`src/rtl/fixed_sub_div_pkg.sv`:
```
// Shared constants and state encoding for the fixed-point subtract/divide block.
package fixed_pkg;

   localparam int DEF_DATA_WIDTH  = 16;
   localparam int DEF_FRACT_WIDTH = 8;

   // Saturation limits for the default Q8.8 format
   localparam logic [DEF_DATA_WIDTH-1:0] Q_MAX = {1'b0, {(DEF_DATA_WIDTH-1){1'b1}}};
   localparam logic [DEF_DATA_WIDTH-1:0] Q_MIN = {1'b1, {(DEF_DATA_WIDTH-1){1'b0}}};

   typedef enum logic [1:0] {
      IDLE = 2'd0,
      DIV  = 2'd1,
      DONE = 2'd2
   } div_state_t;

endpackage

```
`src/rtl/udiv_restore_step.sv`:
```
// One restoring-division step: shift in a dividend bit, trial-subtract the divisor.
module udiv_restore_step #(
   parameter int W = 16
) (
   input  logic [W-1:0] rem_in,
   input  logic         bit_in,
   input  logic [W-1:0] divisor,
   output logic [W-1:0] rem_out,
   output logic         q_bit
);

   logic [W:0]   shifted;
   logic [W-1:0] trial;

   assign shifted = {rem_in, bit_in};
   // When the subtract succeeds the result is below the divisor, so W bits suffice
   assign trial   = shifted[W-1:0] - divisor;
   assign q_bit   = (shifted >= {1'b0, divisor});
   assign rem_out = q_bit ? trial : shifted[W-1:0];

endmodule

```
`src/rtl/fixed_sub_div.sv`:
```
// x = (y - b) / w0 in signed fixed point, one quotient bit per clock.
module fixed_sub_div
   import fixed_pkg::*;
#(
   parameter int DATA_WIDTH  = DEF_DATA_WIDTH,
   parameter int FRACT_WIDTH = DEF_FRACT_WIDTH
) (
   input  logic                  clk,
   input  logic                  rst_n,
   input  logic                  in_valid,
   output logic                  in_ready,
   input  logic [DATA_WIDTH-1:0] y,
   input  logic [DATA_WIDTH-1:0] w0,
   input  logic [DATA_WIDTH-1:0] b,
   output logic                  out_valid,
   input  logic                  out_ready,
   output logic [DATA_WIDTH-1:0] x,
   output logic                  sat,
   output logic                  div_zero
);

   localparam int QW = DATA_WIDTH + FRACT_WIDTH + 1;
   localparam int CW = $clog2(QW + 1);
   localparam logic [DATA_WIDTH-1:0] X_MAX   = {1'b0, {(DATA_WIDTH-1){1'b1}}};
   localparam logic [DATA_WIDTH-1:0] X_MIN   = {1'b1, {(DATA_WIDTH-1){1'b0}}};
   localparam logic [QW-1:0]         POS_LIM = QW'((1 << (DATA_WIDTH-1)) - 1);
   localparam logic [QW-1:0]         NEG_LIM = POS_LIM + 1'b1;

   div_state_t state, next_state;

   logic [CW-1:0]         count;
   logic [QW-1:0]         dividend;   // dividend bits shift out the top, quotient bits in the bottom
   logic [DATA_WIDTH-1:0] divisor;
   logic [DATA_WIDTH-1:0] rem;
   logic                  neg;

   logic                  accept, w_zero, last_step, handshake;
   logic [DATA_WIDTH:0]   diff, diff_mag;
   logic [DATA_WIDTH-1:0] w_mag, rem_next, x_res, x_dz;
   logic                  q_bit, sat_res;
   logic [QW-1:0]         q_final;
   logic                  in_ready_n, out_valid_n;

   assign accept    = in_valid && in_ready;
   assign handshake = out_valid && out_ready;
   assign w_zero    = (w0 == '0);
   assign last_step = (count == CW'(QW-1));

   // Sign-extended difference cannot overflow at DATA_WIDTH+1 bits
   assign diff     = {y[DATA_WIDTH-1], y} - {b[DATA_WIDTH-1], b};
   assign diff_mag = diff[DATA_WIDTH] ? -diff : diff;
   assign w_mag    = w0[DATA_WIDTH-1] ? -w0 : w0;
   assign x_dz     = (diff == '0) ? '0 : (diff[DATA_WIDTH] ? X_MIN : X_MAX);

   udiv_restore_step #(.W(DATA_WIDTH)) u_step (
      .rem_in  (rem),
      .bit_in  (dividend[QW-1]),
      .divisor (divisor),
      .rem_out (rem_next),
      .q_bit   (q_bit)
   );

   assign q_final = {dividend[QW-2:0], q_bit};

   // Apply sign and clamp the finished magnitude
   always_comb begin
      x_res   = neg ? -q_final[DATA_WIDTH-1:0] : q_final[DATA_WIDTH-1:0];
      sat_res = 1'b0;
      if (!neg && (q_final > POS_LIM)) begin
         x_res   = X_MAX;
         sat_res = 1'b1;
      end else if (neg && (q_final > NEG_LIM)) begin
         x_res   = X_MIN;
         sat_res = 1'b1;
      end
   end

   // State register
   always_ff @(posedge clk or negedge rst_n) begin
      if (!rst_n) state <= IDLE;
      else        state <= next_state;
   end

   // Next-state logic
   always_comb begin
      next_state = state;
      case (state)
         IDLE:    if (accept) next_state = w_zero ? DONE : DIV;
         DIV:     if (last_step) next_state = DONE;
         DONE:    if (handshake) next_state = IDLE;
         default: next_state = IDLE;
      endcase
   end

   // Handshake outputs; out_valid trails DONE entry by one cycle
   always_comb begin
      in_ready_n  = (next_state == IDLE);
      out_valid_n = (state == DONE) && !handshake;
   end

   // Datapath and registered outputs
   always_ff @(posedge clk or negedge rst_n) begin
      if (!rst_n) begin
         in_ready  <= 1'b0;
         out_valid <= 1'b0;
         x         <= '0;
         sat       <= 1'b0;
         div_zero  <= 1'b0;
         count     <= '0;
         dividend  <= '0;
         divisor   <= '0;
         rem       <= '0;
         neg       <= 1'b0;
      end else begin
         in_ready  <= in_ready_n;
         out_valid <= out_valid_n;
         case (state)
            IDLE: if (accept) begin
               dividend <= {diff_mag, {FRACT_WIDTH{1'b0}}};
               divisor  <= w_mag;
               neg      <= diff[DATA_WIDTH] ^ w0[DATA_WIDTH-1];
               rem      <= '0;
               count    <= '0;
               if (w_zero) begin
                  x        <= x_dz;
                  sat      <= (diff != '0);
                  div_zero <= 1'b1;
               end
            end
            DIV: begin
               dividend <= q_final;
               rem      <= rem_next;
               count    <= count + 1'b1;
               if (last_step) begin
                  count <= '0;
                  x     <= x_res;
                  sat   <= sat_res;
               end
            end
            DONE: if (handshake) begin
               x        <= '0;
               sat      <= 1'b0;
               div_zero <= 1'b0;
            end
            default: ;
         endcase
      end
   end

endmodule

```
`config.mk`:
```
export PLATFORM = sky130hd
export DESIGN_NAME = fixed_sub_div
export DESIGN_NICKNAME = d
export VERILOG_FILES = /design/src/rtl/fixed_sub_div_pkg.sv /design/src/rtl/udiv_restore_step.sv /design/src/rtl/fixed_sub_div.sv
export SDC_FILE = /design/constraint.sdc
export NUM_CORES = 1
export LEC_CHECK = 0
export CAP_MARGIN = 40
export CORE_MARGIN = 10
export CORE_UTILIZATION = 30
export DETAILED_ROUTE_END_ITERATION = 12
export RECOVER_POWER = 100
export SLEW_MARGIN = 25
export SYNTH_ARGS = -nofsm -noshare
export SYNTH_HDL_FRONTEND = slang
export SYNTH_SLANG_ARGS = --single-unit
```
`constraint.sdc`:
```
create_clock -name clk -period 4.37 [get_ports clk]
set_input_delay 0.437 -clock clk [delete_from_list [all_inputs] [get_ports clk]]
set_output_delay 0.437 -clock clk [all_outputs]
set_load 0.01 [all_outputs]
```
======== Word-level counts from Yosys, hierarchy flattened ========
Index checks and enable logic that the tools add are counted.
word-level totals
  bits in registers ....................... 85
  memories kept ........................... 0
  word-level logic and storage cells ...... 82
  output and inout port bits .............. 20
  bits of input ports ..................... 52
  bits in writable memories ............... 0
  bits in read-only memories .............. 0
  bits in latches ......................... 0
operators by class
  multipliers ............................. 0
  div/mod/pow operators ................... 0
  reductions and logical operators ........ 19
  order comparisons ....................... 3
  shift-type cells ........................ 0
  equality and inequality tests ........... 7
  $add $sub $neg .......................... 6
  bitwise operators ....................... 1
  muxes and demuxes ....................... 35
operators by type and width
  kind                    number
  $mux W16                12
  $pmux W25 S2            1
  $pmux W16 S3            1
  $neg A16 Y16            2
  $pmux W16 S2            1
  $gt A25 B15 Y1 const B  1
  $gt A25 B16 Y1 const B  1
  $mux W25                1
  $ge A17 B16 Y1          1
  $logic_not A17 Y1       1
  $mux W17                1
  $neg A17 Y17            1
  $reduce_bool A17 Y1     1
  $sub A16 B16 Y17        1
  $logic_not A16 Y1       1
  $sub A16 B16 Y16        1
  $mux W5                 2
  $pmux W5 S2             1
  $mux W1                 8
  $mux W2                 4
  $ne A2 B2 Y1 const B    4
  $pmux W2 S3             1
  $add A5 B1 Y5 const B   1
  $eq A5 B5 Y1 const B    1
  13 further kinds        21

======== Depth between registers and ports, before layout ========
Gate-level depths: netlist of run 1.
  depth in word-level cells ............... 7
  depth in mapped cells ................... 18
  mapped depth without buffers ............ 17

======== Hierarchy ========
A second synthesis of run 1 with hierarchy kept.
unflattened totals
  cells, all modules ...................... 821
  area total of the unflattened synthesis .. 6794.0 µm²
modules (own cells, without submodules)
  module             area an instance (µm²)  cells an instance  seq. area each (µm²)  instances
  fixed_sub_div      5622.9                  665                2127.0                1
  udiv_restore_step  1171.1                  156                0.0                   1

======== Worst setup path before layout of run 1 ========
Ideal clock, no wire load.
  kind .................................... reg-to-reg
  from .................................... reg divisor[1]
  to ...................................... reg x[15]
  period minus slack after synthesis ...... 3776 ps
  data required time ...................... 4249 ps
  arrival time ............................ 3656 ps
  path buffers ............................ 1
  stages on the path, launching flop included .. 18
  setup time .............................. 121 ps
  path slack .............................. 594 ps
  cell sequence ........................... dfrtp_1 > inv_1 > ha_1 > nor2b_1 > o31ai_1 > a211oi_1 > o21bai_1 > nand2_1 > inv_1 > buf_1 > ha_1 > nand2_1 > or2_0 > nor3_1 > mux2i_1 > or3b_2 > a31oi_1 > nor2_1
between the ends
  cells in the longest elaborated chain, start to end .. 7
  elaborated cells on any way between the ends .. 11
  classes of those cells .................. 1 x add/sub; 3 x order compare; 5 x mux; 2 x reduce/logical
ends and longest elaborated chain
  item                                             line                                      text
  start: declaration                               fixed_sub_div.sv:33                       logic [DATA_WIDTH-1:0] divisor;
  start signal: assignment                         fixed_sub_div.sv:120                      divisor <= w_mag;
  $ge A17 B16 Y1 (*)                               udiv_restore_step.sv:18                   assign q_bit = (shifted >= {1'b0, divisor});
  $neg A16 Y16 or $gt A25 B16 Y1 (tied branches)   fixed_sub_div.sv:67, fixed_sub_div.sv:72
  $mux W16 or $logic_and A1 B1 Y1 (tied branches)  fixed_sub_div.sv:67, fixed_sub_div.sv:72
  $mux W16                                         fixed_sub_div.sv:72                       end else if (neg && (q_final > NEG_LIM)) begin
  $mux W16 (*)                                     fixed_sub_div.sv:69                       if (!neg && (q_final > POS_LIM)) begin
  $mux W16 (*)                                     fixed_sub_div.sv:134                      if (last_step) begin
  $pmux W16 S3 (*)                                 fixed_sub_div.sv:117                      case (state)
  end signal: assignment                           fixed_sub_div.sv:125                      x <= x_dz;
  end signal: assignment                           fixed_sub_div.sv:136                      x <= x_res;
  end: declaration                                 fixed_sub_div.sv:17                       output logic [DATA_WIDTH-1:0] x,
Mark *: on every way between the ends. The rest lies on a longest branch, timed or not. The select of a mux whose other input is x is not followed.
A chain may end at the register's enable or synchronous reset.

======== Worst setup path after layout of run 1 ========
  from .................................... in b[0]
  to ...................................... reg x[12]
between the ends
  cells in the longest elaborated chain, start to end .. 6
  elaborated cells on any way between the ends .. 7
  classes of those cells .................. 1 x add/sub; 5 x mux; 1 x reduce/logical
ends and longest elaborated chain
  item                                           line                  text
  start: declaration                             fixed_sub_div.sv:14   input logic [DATA_WIDTH-1:0] b,
  $sub A16 B16 Y17 (*)                           fixed_sub_div.sv:50   assign diff = {y[DATA_WIDTH-1], y} - {b[DATA_WIDTH-1], b};
  $logic_not A17 Y1 or $mux W16 (tied branches)  fixed_sub_div.sv:53   assign x_dz = (diff == '0) ? '0 : (diff[DATA_WIDTH] ? X_MIN : X_MAX);
  $mux W16 (*)                                   fixed_sub_div.sv:53
  $mux W16 (*)                                   fixed_sub_div.sv:124  if (w_zero) begin
  $mux W16 (*)                                   fixed_sub_div.sv:118  IDLE: if (accept) begin
  $pmux W16 S3 (*)                               fixed_sub_div.sv:117
Marks and branches as above.

==> results of run 1 <==
==> worst reg2reg max path, delay by kind of cell (launching register included) <==
| family | cells | cell delay (ns) |
|---|---|---|
| simple gates | 5 | 1.29 |
| compound gates | 7 | 1.25 |
| fa+ha+maj | 2 | 0.54 |
| flops | 1 | 0.40 |
| buf+inv | 2 | 0.32 |
==> per-stage QoR <==
step | worst slack, ns | hold WS (ns)
finish | 0.363 | 0.478
detailed placement | 0.113 | 0.454
floorplan | 0.594 | 0.141
global route | 0.00732 | 0.510
global placement | 0.194 | 0.446
CTS | 0.486 | 0.0729
==> cell usage in the layout (no fill, tap or decap), types with 9 or more instances in the layout <==
cell	synthesis	final
a21oi_1	67	70
a31oi_1	11	11
buf_4	0	11
clkbuf_16	0	9
clkdlybuf4s50_1	0	47
dfrtp_1	85	85
dlygate4sd3_1	0	23
ha_1	42	42
inv_1	58	58
nand2_1	104	104
nand3_1	19	19
nor2_1	63	63
nor3_1	12	12
nor4_1	11	11
o21ai_0	90	91
o31ai_1	10	10
xnor2_1	30	30
xor2_1	28	28
==> cells by family after synthesis <==
family | Yosys count | synth area share
fa+ha+maj | 44 | 0.0859
buf+inv | 93 | 0.0546
xor+xnor | 58 | 0.0772
simple gates | 275 | 0.203
mux | 10 | 0.0158
compound gates | 256 | 0.240
flops | 85 | 0.323
==> flip-flops by register name, summed over array words and instances, names as in the netlist <==
| signal | count |
|---|---|
| divisor | 16 |
| dividend | 25 |
| sat | 1 |
| neg | 1 |
| x | 16 |
| rem | 16 |
| count | 5 |
| out_valid | 1 |
| state | 2 |
| div_zero | 1 |
| in_ready | 1 |
==> per-layer routing <==
layer,wire length (um),part of all wire
met5,0,0
met3,367,0.021
met2,8420,0.49
met4,335,0.019
met1,8120,0.47
==> layout make-up <==
| class | instances | area (sq um) | area share |
|---|---|---|---|
| clock buffers | 9 | 225 | 0.0286 |
| multi-input cells | 643 | 4070 | 0.517 |
| flip-flops and latches | 85 | 2130 | 0.270 |
| well taps | 280 | 350 | 0.0445 |
| clock inverters | 7 | 63.8 | 0.00811 |
| repair buffers | 88 | 811 | 0.103 |
| inverters | 59 | 221 | 0.0281 |
==> power by group through the flow <==
stage	combinational (mW)	sequential (mW)	clock, mW
finish	2.93	1.37	0.764
global route	3.34	1.42	0.811
detailed placement	3.01	1.39	0
CTS	3.02	1.37	0.786
floorplan	2.17	1.33	0
global placement	2.96	1.38	0
==> cells in the mapped netlist, types with 4 or more instances <==
cell type and instances:
nor2_1 63, mux2i_1 7, xnor2_1 30, nand4_1 7, a211oi_1 6, xor2_1 28
nand3_1 19, a31oi_1 11, inv_1 58, a21oi_2 5, o21a_1 7, o22ai_1 6
o21ai_0 90, nand2b_1 5, o31ai_1 10, clkbuf_1 29, a21oi_1 67, nor4_1 11
nand2_1 104, ha_1 42, and3_1 6, a21o_1 6, o211ai_1 8, or3_1 8
nor3b_1 4, dfrtp_1 85, or4_1 6, o41ai_1 8, nor2b_1 8, nor3_1 12
==> final timing paths <==
kind                            start            to  slack, ns  depth (start not counted)
max                              b[0]         x[12]       0.36                         13
min                        divisor[5]    divisor[5]       0.48                          2
min in group asynchronous       rst_n     out_valid       0.72                          1
max in group asynchronous       rst_n  dividend[12]       1.55                          2
max reg2reg                    rem[5]          x[9]       0.50                         16
min reg2reg                divisor[5]    divisor[5]       0.48                          2
==> summary.md, run 1 <==
| Metric | Value |
|---|---|
| Via density | 5.14 |
| IO Count | 72 |
| Die Area | 28300 sq um |
| Pins Over Slew Limit | 39 |
| ANT nets after route | 0 |
| Biggest area consumer among synthesized cells | dfrtp_1 |
| CP required | 4.60 ns |
| Max Freq | 250 MHz |
| Final core utilization | 0.363 |
| DR DRC count | 0 |
| Rel. slew slack | -0.442 |
| CTS-repair resized insts | 0 |
| Clock power frac | 0.151 |
| Cell family with most CP delay | compound AO/OA/AOI/OAI gates |
| Wire length per cell | 14.7 um |
| Startpoint Class | input pin |
| YS warnings | 0 |
| Comb power frac | 0.578 |
| Fillers | 2234 |
| Overall global routing resource usage | 0.121 |
| Largest net degree at the start of global routing | 49 |
| Fraction of layout cells with a size suffix above 1 | 0.0516 |
| Area share of the largest cell type after synthesis | 0.323 |
| Leak | 3.32 nW |
| Worst-skew pair later-pin latency | 0.35 ns |
| Power Density | 643 nW/um^2 |
| Final std cells w/o fill | 1171 |
| CTS max path bufs | 2 |
| Area growth syn-to-layout | 19.6% |
| HP Class | reg2reg |
| Max-Cap Viols | 1 |
| GRT met2 Usage | 0.206 |
| Final Wtd Congestion | 0.831 |
| Worst-path maximum fanout | 11 |
| Vias in the first global route | 5856 |
| Outcome | finished with violations |
| Final setup viols | 0 |
| Average cell area after synthesis | 8.02 sq um |
| Dpl hpwl | 13200 um |
| Met1 global-route usage | 0.154 |
| Failing checks | max-capacitance violations, max-slew violations |
| Postcts setup bufs | 0 |
| Die width | 168 um |
| M3 GR Usage | 0.0121 |
| TritonCTS buffer count | 9 |
| Crit path cell chain | dlygate4sd3_1 -> ha_1 -> inv_1 -> fa_1 -> a211oi_1 -> o21ai_0 -> nor3_1 -> o211ai_1 -> a2111oi_4 -> or4b_1 -> o211a_1 -> nor2b_4 -> a21oi_1 |
| Crit-path slowest cell | or4b_1 |
| Starting Density | 0.303 |
| Final wirelength | 17200 um |
| First-pass DRT Iterations | 5 |
| Core box area | 21700 sq um |
| Sequential-to-total area share from yosys stat | 0.323 |
| Initial DRC Count | 420 |
| Worst Path Arrival | 4.23 ns |
| Critical path buffer and inverter count | 2 |
| Critical Path Max Stage Delay | 0.57 ns |
| Mapped Cells | 821 |
| EDFF count, synth | 0 |
| FP Rows | 54 |
| Async set-reset flop share out of synthesis | 1.00 |
| Layout net count | 982 |
| Die height | 168 um |
| CTS tree | built |
| Clk slew on worst S/H paths | 0.07 ns |
| Sw power | 2.35 mW |
| TNS Setup | 0 ns |
| Critical path type | in2reg |
| Int Power | 2.71 mW |
| # clock sinks | 85 |
| ANT cells | 0 |
| Dominant synthesized flop cell | dfrtp_1 |
| Grt total ovfl | 0 |
| Area after DPL | 7640 sq um |
| VDD IR max | 0.221 mV |
| Fin crit share | 0.917 |
| Vias | 6021 |
| RSZ-0062 raised after global routing | no |
| Switching share of power | 0.465 |
| Synth unique cells | 67 |
| Top post-synthesis cells by area | dfrtp_1, ha_1, o21ai_0 |
| Most Crowded Layer GR | met2 |
| Mapped cell area | 6580 sq um |
| Synth Net Count | 917 |
| Clock root buffer | clkbuf_16 |
| Dpl cells | 1155 |
| Finished Cell Area | 7870 sq um |
| Final hold violation count | 0 |
| Synth Register Bits | 85 |
| Worst Setup End Kind | flip-flop |
| Tmin final | 4.01 ns |
| First-pass GRT wire length | 29000 um |
| Initial antenna violation count | 0 |
| Post-CTS Hold Fix Bufs | 0 |
| Input/output buffers | 71 |
| Clk_skew | 0.00993 ns |
| Worst Tran Pin Value | 2.16 ns |
| Tot Pwr | 5.06 mW |
| CTS HTree Levels | 3 |
| Sequential share of power | 0.271 |
No activity file was read; power rests on OpenSTA's default activity.
==> inputs of run 2 (changes only) <==
--- a/config.mk
+++ b/config.mk
@@ -9,7 +9,6 @@
 export CORE_MARGIN = 10
 export CORE_UTILIZATION = 30
 export DETAILED_ROUTE_END_ITERATION = 12
-export RECOVER_POWER = 100
 export SLEW_MARGIN = 25
 export SYNTH_ARGS = -nofsm -noshare
 export SYNTH_HDL_FRONTEND = slang
==> summary.md, run 2 (synthesis gave the netlist of run 1 again) <==
| Metric | Value |
|---|---|
| Outcome | finished, final reports clean |
| Worst Path Arrival | 4.09 ns |
| Int Power | 2.77 mW |
| Wire length per cell | 14.7 um |
| Clock root buffer | clkbuf_16 |
| Max-Cap Viols | 0 |
| Comb power frac | 0.583 |
| Leading cell type in the layout, fill and taps excluded | nand2_1 |
| R2r setup slk | 0.51 ns |
| Input/output buffers | 71 |
| Die width | 168 um |
| Power Density | 648 nW/um^2 |
| Grt total ovfl | 0 |
| Clock power frac | 0.149 |
| Final wirelength | 17300 um |
| Cells on worst reg2reg path | 16 |
| Worst Setup SP | b[0] |
| Initial antenna violation count | 0 |
| FF-to-FF End | x[9] |
| Starting Density | 0.303 |
| Most flops, register | dividend |
| Most frequent cells in the layout | nand2_1, o21ai_0, dfrtp_1 |
| Sw power | 2.37 mW |
| Critical path buffer and inverter count | 2 |
| Dpl cells | 1155 |
| Post-place setup slack | 0.113 ns |
| Worst path depth | 13 |
| PnR worst setup slack | 0.506 ns |
| Die Area | 28300 sq um |
| Die height | 168 um |
| Area growth syn-to-layout | 20.4% |
| Initial DRC Count | 391 |
| Final std cells w/o fill | 1171 |
| Worst-path maximum fanout | 11 |
| Overall global routing resource usage | 0.121 |
| Cell family with most CP delay | compound AO/OA/AOI/OAI gates |
| Tmin final | 3.86 ns |
| CTS tree | built |
| First-pass DRT Iterations | 5 |
| Final setup viols | 0 |
| Layout net count | 982 |
| ANT cells | 0 |
| Vias | 6063 |
| Max Freq | 259 MHz |
| Critical path type | in2reg |
| IO Count | 72 |
| Dpl hpwl | 13200 um |
| CTS-repair resized insts | 0 |
| Fillers | 2229 |
| ANT nets after route | 0 |
| CTS HTree Levels | 3 |
| RSZ-0062 raised after global routing | no |
| Critical Path End | x[6] |
| Pins Over Slew Limit | 0 |
| FP Rows | 54 |
| Vias in the first global route | 5856 |
| CTS max path bufs | 2 |
| Fraction of layout cells with a size suffix above 1 | 0.0685 |
| Via density | 5.18 |
| Post-CTS Hold Fix Bufs | 0 |
| Worst Setup End Kind | flip-flop |
| Crit path cell chain | clkdlybuf4s50_1 -> ha_1 -> inv_1 -> fa_1 -> a211oi_1 -> o21ai_0 -> nor3_1 -> o211ai_1 -> a2111oi_4 -> or4b_4 -> o211a_4 -> nor2b_4 -> a21oi_1 |
| VDD IR max | 0.221 mV |
| Core box area | 21700 sq um |
| First-pass GRT wire length | 29000 um |
| Final hold violation count | 0 |
| Largest net degree at the start of global routing | 49 |
| Clk slew on worst S/H paths | 0.07 ns |
| Final Wtd Congestion | 0.831 |
| TNS Setup | 0 ns |
| Leak | 3.35 nW |
| Critical Path Max Stage Delay | 0.55 ns |
| Fin crit share | 0.884 |
| Tot Pwr | 5.14 mW |
| CP required | 4.60 ns |
| Startpoint Class | input pin |
| DR DRC count | 0 |
| Worst-skew pair later-pin latency | 0.36 ns |
| # clock sinks | 85 |
| Rel. slew slack | 0.508 |
| Crit-path slowest cell | or4b_4 |
| Sequential share of power | 0.268 |
| Max reg flops | 25 |
| Clk_skew | 0.0109 ns |
| R2R Path Start | rem[5] |
| Worst Tran Pin Value | 0.735 ns |
| TritonCTS buffer count | 9 |
| HP Class | in2async |
| Switching share of power | 0.461 |
| Postcts setup bufs | 0 |
[run 2: stage by stage]
step | utilization | cell area [sq um] | hold slack [ns]
after floorplan | - | 6580 | 0.141
after global placement | 0.352 | 7640 | 0.446
after detailed placement | 0.352 | 7640 | 0.454
after CTS | 0.365 | 7930 | 0.0729
after global routing | 0.365 | 7930 | 0.105
final | 0.365 | 7930 | 0.0595
[run 2: worst min-delay path by stage]
stage          slack (ns)  cells after the start         to
2_1_floorplan        0.14                      0   count[0]
3_3_place_gp         0.45                      1  out_valid
3_5_place_dp         0.45                      1  out_valid
4_1_cts              0.07                      1     rem[5]
5_1_grt              0.11                      1  out_valid
6_report             0.06                      1  out_valid
[run 2: cell type report]
type	instances	area, sq um	area share
flip-flops and latches	85	2130	0.268
inverters	59	221	0.0279
repair buffers	88	836	0.105
well taps	280	350	0.0442
clock buffers	9	225	0.0284
clock inverters	7	63.8	0.00805
multi-input cells	643	4100	0.518
[run 2: routing by layer]
layer  up-vias  GRT usage  share of wire
met3        20     0.0121          0.028
met1      2867      0.154           0.47
li1       3056          -              -
met4         0     0.0443          0.019
met5         -          0              0
met2       120      0.206           0.49
[run 2: power by group through the flow]
stage          logic, mW  clock network (mW)  registers (mW)
3_3_place_gp        2.96                   0            1.38
2_1_floorplan       2.17                   0            1.33
5_1_grt             3.41               0.811            1.43
4_1_cts             3.02               0.786            1.37
3_5_place_dp        3.01                   0            1.39
6_report            2.99               0.766            1.38
==> inputs of run 3 (changes only) <==
--- a/config.mk
+++ b/config.mk
@@ -6,7 +6,8 @@
 export NUM_CORES = 1
 export LEC_CHECK = 0
 export CAP_MARGIN = 40
-export CORE_MARGIN = 10
+export CORE_ASPECT_RATIO = 0.7
+export CORE_MARGIN = 2
 export CORE_UTILIZATION = 30
 export DETAILED_ROUTE_END_ITERATION = 12
 export SLEW_MARGIN = 25
==> summary.md, run 3 (synthesis gave the netlist of run 1 again) <==
| Metric | Value |
|---|---|
| Post-CTS Hold Fix Bufs | 0 |
| Pins Over Slew Limit | 0 |
| HP Class | in2async |
| Fin crit share | 0.914 |
| IO Count | 72 |
| CTS HTree Levels | 3 |
| Vias | 5971 |
| Final setup viols | 0 |
| Die width | 181 um |
| Dpl hpwl | 13000 um |
| Die Area | 23200 sq um |
| ANT nets after route | 0 |
| Largest net degree at the start of global routing | 55 |
| Layout net count | 984 |
| Postcts setup bufs | 0 |
| Input/output buffers | 71 |
| Worst Setup End Kind | flip-flop |
| Tot Pwr | 5.24 mW |
| Startpoint Class | input pin |
| Wire length per cell | 14.6 um |
| Outcome | finished, final reports clean |
| Clk slew on worst S/H paths | 0.06 ns |
| First-pass GRT wire length | 28900 um |
| Overall global routing resource usage | 0.152 |
| Max reg flops | 25 |
| Vias in the first global route | 5528 |
| # clock sinks | 85 |
| Power Density | 657 nW/um^2 |
| CTS tree | built |
| Worst-path maximum fanout | 11 |
| Die height | 128 um |
| Leading cell type in the layout, fill and taps excluded | nand2_1 |
| DR DRC count | 0 |
| Starting Density | 0.304 |
| Area of the multi-input gates | 4100 sq um |
| ANT cells | 0 |
| Critical path type | in2reg |
| FP Rows | 45 |
| Max Freq | 250 MHz |
| RSZ-0062 raised after global routing | no |
| Via density | 5.08 |
| Worst-skew pair later-pin latency | 0.34 ns |
| CP required | 4.57 ns |
| CTS max path bufs | 2 |
| Final core utilization | 0.369 |
| Leak | 3.37 nW |
| Most flops, register | dividend |
| Most frequent cells in the layout | nand2_1, o21ai_0, dfrtp_1 |
| VDD IR max | 0.314 mV |
| TNS Setup | 0 ns |
| Final wirelength | 17100 um |
| Fillers | 2254 |
| Initial antenna violation count | 0 |
| Clock root buffer | clkbuf_16 |
| Final hold violation count | 0 |
| Rel. slew slack | 0.517 |
| Grt total ovfl | 0 |
| Area growth syn-to-layout | 21.2% |
| Clk_skew | 0.0117 ns |
| First-pass DRT Iterations | 5 |
| Initial DRC Count | 335 |
| Worst Tran Pin Value | 0.725 ns |
| CTS-repair resized insts | 0 |
| Max-Cap Viols | 0 |
| Final Wtd Congestion | 0.809 |
| Tmin final | 4.00 ns |
| Fraction of layout cells with a size suffix above 1 | 0.0683 |
| Worst Path Arrival | 4.20 ns |
| Register area | 2130 sq um |
| Core box area | 21600 sq um |
| TritonCTS buffer count | 9 |
## run 3: changes by cell type in the layout (fill, tap and decap cells not counted), sizes merged
cell | previous run | this run
inv | 63 | 58
buf | 18 | 20
bufinv | 0 | 2
clkbuf | 9 | 11
clkinv | 1 | 2
## run 3: final cells by class
class	count	share of cell area
Tap cell	282	0.0442
Multi-Input combinational cell	643	0.514
Clock inverter	5	0.0105
Sequential cell	85	0.267
Inverter	59	0.0278
Clock buffer	11	0.0304
Timing Repair Buffer	90	0.107
## run 3: report_power, final
group          internal (mW)  total (mW)  switching, mW  leakage, nW
registers               1.10        1.38          0.278         1.06
clock network          0.518       0.843          0.325        0.152
logic                   1.26        3.01           1.75         2.16
## run 3: path summary, 6_finish.rpt
| path | startpoint | to | slack (ns) | depth (start not counted) |
|---|---|---|---|---|
| max | b[0] | x[8] | 0.37 | 14 |
| min | rst_n | x[0] | 0.16 | 1 |
| max reg2reg | divisor[6] | x[15] | 0.47 | 16 |
| min reg2reg | divisor[13] | divisor[13] | 0.48 | 2 |
| max in group asynchronous | rst_n | count[0] | 3.31 | 2 |
| min in group clk | divisor[13] | divisor[13] | 0.48 | 2 |
## run 3: worst max-delay path, stage by stage
cell,delay (ns)
clkdlybuf4s50_1,0.46
ha_1,0.16
inv_1,0.06
fa_1,0.39
a211oi_1,0.30
buf_4,0.18
o21ai_0,0.12
nor3_1,0.26
o211ai_1,0.21
a2111oi_4,0.36
or4b_4,0.56
o211a_4,0.28
nor2b_4,0.30
a21oi_1,0.11
## run 3: stage by stage
step           hold slack, ns  area (sq um)  setup WS (ns)  cells
2_1_floorplan           0.141          6580          0.594    821
3_3_place_gp            0.462          7650          0.255   1159
3_5_place_dp            0.472          7650         0.0717   1159
4_1_cts                 0.176          7980          0.410   1175
5_1_grt                 0.216          7980          0.148   1175
6_report                0.159          7980          0.374   1175
## run 3: layer usage
metal | up-vias | routed length [um] | GRT usage
li1 | 3056 | - | -
met1 | 2768 | 9990 | 0.252
met2 | 132 | 6160 | 0.199
met3 | 15 | 852 | 0.0278
met4 | 0 | 119 | 0.0263
met5 | - | 0 | 0
